--- src/rtl/crop_ctrl.sv ---
// Crops a rectangular window out of a raster-order pixel stream.
// One configuration is taken in IDLE and applies to exactly one input frame.
module crop_ctrl #(
    parameter int DATA_WIDTH = 12,
    parameter int IMG_W      = 64,
    parameter int IMG_H      = 64,
    parameter int MAX_CROP   = 20
) (
    input  logic                    clk,
    input  logic                    reset,
    input  logic [$clog2(IMG_W):0]  cfg_x0,
    input  logic [$clog2(IMG_W):0]  cfg_w,
    input  logic [$clog2(IMG_H):0]  cfg_y0,
    input  logic [$clog2(IMG_H):0]  cfg_h,
    input  logic                    cfg_valid,
    output logic                    cfg_ready,
    output logic                    cfg_err,
    input  logic [DATA_WIDTH-1:0]   in_data,
    input  logic                    in_valid,
    output logic                    in_ready,
    output logic [DATA_WIDTH-1:0]   out_data,
    output logic                    out_valid,
    input  logic                    out_ready,
    output logic                    out_last,
    output logic                    busy,
    output logic                    frame_done
);
    localparam int XW = $clog2(IMG_W) + 1;
    localparam int YW = $clog2(IMG_H) + 1;

    typedef enum logic {S_IDLE, S_RUN} state_t;

    state_t                r_state;
    state_t                w_state_nxt;
    logic [XW-1:0]         r_x0, r_w, r_col;
    logic [YW-1:0]         r_y0, r_h, r_row;
    logic [DATA_WIDTH-1:0] r_out_data;
    logic                  r_out_valid, r_out_last, r_frame_done, r_cfg_err;

    logic                  w_cfg_legal, w_cfg_take, w_cfg_rej, w_cfg_ready;
    logic [XW:0]           w_cfg_xend, w_xend;
    logic [YW:0]           w_cfg_yend, w_yend;
    logic                  w_in_win, w_win_last, w_in_ready, w_in_acc;
    logic                  w_col_end, w_row_end, w_frame_end;

    // One extra bit on every end coordinate so x0+w cannot wrap.
    assign w_cfg_xend  = {1'b0, cfg_x0} + {1'b0, cfg_w};
    assign w_cfg_yend  = {1'b0, cfg_y0} + {1'b0, cfg_h};
    assign w_cfg_legal = (cfg_w != '0) && (cfg_h != '0)
                      && ({1'b0, cfg_w} <= (XW+1)'(MAX_CROP))
                      && ({1'b0, cfg_h} <= (YW+1)'(MAX_CROP))
                      && (w_cfg_xend <= (XW+1)'(IMG_W))
                      && (w_cfg_yend <= (YW+1)'(IMG_H));

    assign w_xend     = {1'b0, r_x0} + {1'b0, r_w};
    assign w_yend     = {1'b0, r_y0} + {1'b0, r_h};
    assign w_in_win   = (r_col >= r_x0) && ({1'b0, r_col} < w_xend)
                     && (r_row >= r_y0) && ({1'b0, r_row} < w_yend);
    assign w_win_last = (({1'b0, r_col} + (XW+1)'(1)) == w_xend)
                     && (({1'b0, r_row} + (YW+1)'(1)) == w_yend);

    // Only in-window pixels can be back-pressured by the output register.
    assign w_in_ready  = (r_state == S_RUN) && (!w_in_win || !r_out_valid || out_ready);
    assign w_in_acc    = in_valid && w_in_ready;
    assign w_col_end   = (r_col == XW'(IMG_W - 1));
    assign w_row_end   = (r_row == YW'(IMG_H - 1));
    assign w_frame_end = w_in_acc && w_col_end && w_row_end;

    always_ff @(posedge clk) begin
        if (reset) r_state <= S_IDLE;
        else       r_state <= w_state_nxt;
    end

    always_comb begin
        w_state_nxt = r_state;
        w_cfg_ready = 1'b0;
        w_cfg_take  = 1'b0;
        w_cfg_rej   = 1'b0;
        case (r_state)
            S_IDLE: begin
                w_cfg_ready = 1'b1;
                if (cfg_valid) begin
                    if (w_cfg_legal) begin
                        w_cfg_take  = 1'b1;
                        w_state_nxt = S_RUN;
                    end else begin
                        w_cfg_rej = 1'b1;
                    end
                end
            end
            S_RUN: begin
                if (w_frame_end) w_state_nxt = S_IDLE;
            end
            default: w_state_nxt = S_IDLE;
        endcase
    end

    always_ff @(posedge clk) begin
        if (reset) begin
            r_x0         <= '0;
            r_y0         <= '0;
            r_w          <= '0;
            r_h          <= '0;
            r_col        <= '0;
            r_row        <= '0;
            r_out_data   <= '0;
            r_out_valid  <= 1'b0;
            r_out_last   <= 1'b0;
            r_frame_done <= 1'b0;
            r_cfg_err    <= 1'b0;
        end else begin
            r_frame_done <= w_frame_end;
            r_cfg_err    <= w_cfg_rej;
            if (w_cfg_take) begin
                r_x0  <= cfg_x0;
                r_y0  <= cfg_y0;
                r_w   <= cfg_w;
                r_h   <= cfg_h;
                r_col <= '0;
                r_row <= '0;
            end else if (w_in_acc) begin
                // The last pixel of the frame wraps both counters back to zero.
                if (w_col_end) begin
                    r_col <= '0;
                    r_row <= w_row_end ? '0 : r_row + YW'(1);
                end else begin
                    r_col <= r_col + XW'(1);
                end
            end
            if (w_in_acc && w_in_win) begin
                r_out_data  <= in_data;
                r_out_valid <= 1'b1;
                r_out_last  <= w_win_last;
            end else if (r_out_valid && out_ready) begin
                r_out_valid <= 1'b0;
                r_out_last  <= 1'b0;
            end
        end
    end

    assign cfg_ready  = w_cfg_ready;
    assign cfg_err    = r_cfg_err;
    assign in_ready   = w_in_ready;
    assign out_data   = r_out_data;
    assign out_valid  = r_out_valid;
    assign out_last   = r_out_last;
    assign busy       = (r_state == S_RUN);
    assign frame_done = r_frame_done;
endmodule

--- config.mk ---
export PLATFORM = sky130hd
export DESIGN_NAME = crop_ctrl
export DESIGN_NICKNAME = d
export VERILOG_FILES = /design/src/rtl/crop_ctrl.sv
export SDC_FILE = /design/constraint.sdc
export NUM_CORES = 1
export LEC_CHECK = 0
export CAP_MARGIN = 20
export CELL_PAD_IN_SITES_DETAIL_PLACEMENT = 0
export CELL_PAD_IN_SITES_GLOBAL_PLACEMENT = 1
export CORE_MARGIN = 2
export CORE_UTILIZATION = 42
export CTS_CLUSTER_DIAMETER = 80
export DETAILED_ROUTE_END_ITERATION = 6
export HOLD_SLACK_MARGIN = 0.15
export PLACE_DENSITY_LB_ADDON = 0.1
export SLEW_MARGIN = 10
export SYNTH_ARGS = -nofsm -noshare
export SYNTH_HDL_FRONTEND = slang
export SYNTH_SLANG_ARGS = --single-unit
--- constraint.sdc ---
create_clock -name clk -period 4.45 [get_ports clk]
set_input_delay 0.89 -clock clk [delete_from_list [all_inputs] [get_ports clk]]
set_output_delay 0.89 -clock clk [all_outputs]
set_load 0.01 [all_outputs]
==> flow_summary.yaml <==
power_and_ir_drop:
  p_switching_uw: 292
  pwr-share-seq_pct: 42.6
  power.clock.fraction_pct: 46.0
  swShare_pct: 23.6
  p_leak_nw: 2.20
  ir_worst_vdd_uv: 113
  combPwrFrac_pct: 11.3
  powerDensity_nw_per_um2: 226
  p_int_uw: 948
sta:
  timing.final.crit_share_pct: 94.9
  worst_pin_slew_ns: 0.726
  clock.fmax_mhz: 237
  finalCriticalPeriod_ns: 4.22
  slew_violations: 0
  setup_viol: 0
  hold_violations: 0
  slew_headroom_pct: 50.4
  finClkSkew_ns: 0.00826
  rsz0062_at_grt: "false"
  tns_ns: 0
worst_setup_path:
  start_kind: "flop"
  path_max_fanout: 3
  cp_slowest_cell: "fa_1"
  worstRegToRegCells: 14
  path_cells: "ha_1 -> fa_1 -> a211oi_2 -> o21bai_1 -> a21oi_1 -> xor2_1 -> ha_1 -> inv_1 -> a211oi_2 -> a2111oi_4 -> and3_2 -> a21oi_1 -> dlygate4sd2_1"
  end_kind: "primary output"
  critPathMaxStageDelay_ns: 0.42
  reg2reg_setup_slack_ns: 0.92
  required_ns: 3.56
  cp.arrival_ns: 3.33
  criticalPathCategory: "reg -> out"
run_status:
  run_status: "finished clean"
die:
  start_util_pct: 43.1
  ios: 64
  die_area_um2: 11400
  die_w_um: 107
  die_height_um: 107
  fp.coreArea_um2: 10300
  rows: 37
detailed_routing:
  routedWlPerCell_um: 14.4
  dr.pass1.iters: 4
  post-route-drc-count: 0
  num_vias: 3695
  viasPerCell: 5.20
  drtAntennaViolNets: 0
  wl_um: 10300
  dr.first_iter.drc_count: 166
clocking:
  clkTransAtPathRegs_ns: 0.07
  cts_hold_buf: 0
  cts_root_buffer: "clkbuf_8"
  cts_tree: "built"
  cts_buffer_depth: 2
  ctsHtreeMaxLevel: 3
  cts_buffers: 9
  clkLatencyLatePin_ns: 0.34
  clock_sinks: 59
min_path:
  min_path_cells: 1
  min_path_type: "reg -> reg"
job:
  max_cap_viol_count: 0
grt:
  grt_max_degree: 44
  antenna_found_initial: 0
  overflow: 0
  grt_usage_pct: 19.2
  grt_pass1_vias: 3593
  grt_pass1_wl_um: 17500
logic_synthesis:
  avgSynthCellArea_um2: 8.87
  async_flop_share_pct: 0
  synthFlopType: "dfxtp_1"
  synthTopCellsByArea: "dfxtp_1 27%, ha_1 16%, mux2i_1 8.3%, nor2_1 5.7%, xnor2_1 4.1%"
  synth.net_count: 609
  yosysWarnings: 0
  netlist_area_um2: 4450
  synth_seq_area_share_pct: 26.5
  synth_top_area_share_pct: 26.5
  synth_most_common_cell: "nor2_1"
  synth_commonest_cells: "68 x nor2_1, 59 x dfxtp_1, 58 x ha_1"
  synth_cells: 502
  synth_enable_flop_cells: 0
  yosys.area.top_type: "dfxtp_1"
  synth_cell_types: 67
  ys_ff_latch: 59
finish:
  areaGrowthSynthToFinish_pct: 23.3
  drive_gt1_share_pct: 9.04
  nets: 677
  diodes: 0
  final_area_um2: 5490
placement:
  dp_hpwl_um: 8060
  io_buffers: 63
  dpl_cell_area_um2: 5190
  gp_congestion: 0.877
power groups by stage:
stage,clock network [mW],registers (mW),logic [mW]
floorplan,0,0.541,0.0762
global placement,0,0.541,0.139
detailed placement,0,0.541,0.141
CTS,0.580,0.529,0.142
global route,0.605,0.529,0.158
finish,0.571,0.529,0.141
logic make-up (layout without fill, tap and decap cells):
family	after synthesis	after routing	synth area share (%)
xor+xnor	37	37	7.28
buf+inv	43	116	4.72
fa+ha+maj	62	62	18.1
simple gates	169	169	20.4
flops	59	59	26.5
compound gates	95	95	14.6
mux	37	37	8.32
critical path: cells and delay by family (launching register included):
| family | cells | cell delay [ns] |
|---|---|---|
| buffers and inverters | 2 | 0.33 |
| xor gates and xnor gates | 1 | 0.24 |
| DFF | 1 | 0.33 |
| adders and majority gates | 3 | 0.84 |
| and+or+nand+nor | 1 | 0.25 |
| AOI/OAI and AO/OA | 6 | 1.00 |
worst paths after layout:
kind	startpoint	to
max	r_x0[0]	in_ready
min	r_h[5]	r_h[5]
max reg2reg	r_x0[0]	out_data[5]
min reg2reg	r_h[5]	r_h[5]
cells in the final DEF, fill, tap and decap left out, drive strengths merged, types with 8 or more instances in the layout:
cell           synthesis  final
nand3                 10     10
inv                   30     30
or3                    8      8
a21oi                 26     26
nand2                 21     21
clkbuf                 6     12
dfxtp                 59     59
mux2i                 37     37
nor2                  68     68
ha                    58     58
clkdlybuf4s50          0     62
xnor2                 21     21
o21ai                 24     24
xor2                  16     16
a211oi                 9      9
timing repair:
item | in CTS | in global routing
pin swaps | 2 | 2
setup endpoints to repair | 1 | 1
setup buffers | 4 | 1
gates resized for setup | 6 | 1
state kept, by name, summed over array words and instances, names as in the netlist:
signal      cells
busy            1
r_x0            7
cfg_err         1
out_last        1
r_col           7
r_w             7
r_y0            7
out_valid       1
r_h             7
frame_done      1
out_data       12
r_row           7
area by class of cell:
type	instances	area (um2)
clock buffer	12	155
clock inverter	4	72.6
fill	969	4830
inverter	30	113
multi-input combinational	400	3100
sequential	59	1180
tap	136	170
timing repair buffer	70	694
through the flow:
step	cells	worst slack [ns]	total power, mW	util [%]	hold slack [ns]
detailed placement	690	0.162	0.682	50.3	0.450
finish	711	0.225	1.24	53.2	0.469
floorplan	502	0.820	0.617	-	0.434
global placement	690	0.225	0.680	50.3	0.451
CTS	710	0.206	1.25	53.1	0.472
global route	711	0.0275	1.29	53.2	0.490
metal layers:
metal,vias up,wire length [um],global-route usage (%)
li1,1929,-,-
met1,1673,5400,28.4
met2,77,4330,28.2
met3,16,348,3.16
met4,0,172,6.59
met5,-,0,0
Note: power is estimated with default switching activity, not from simulation.
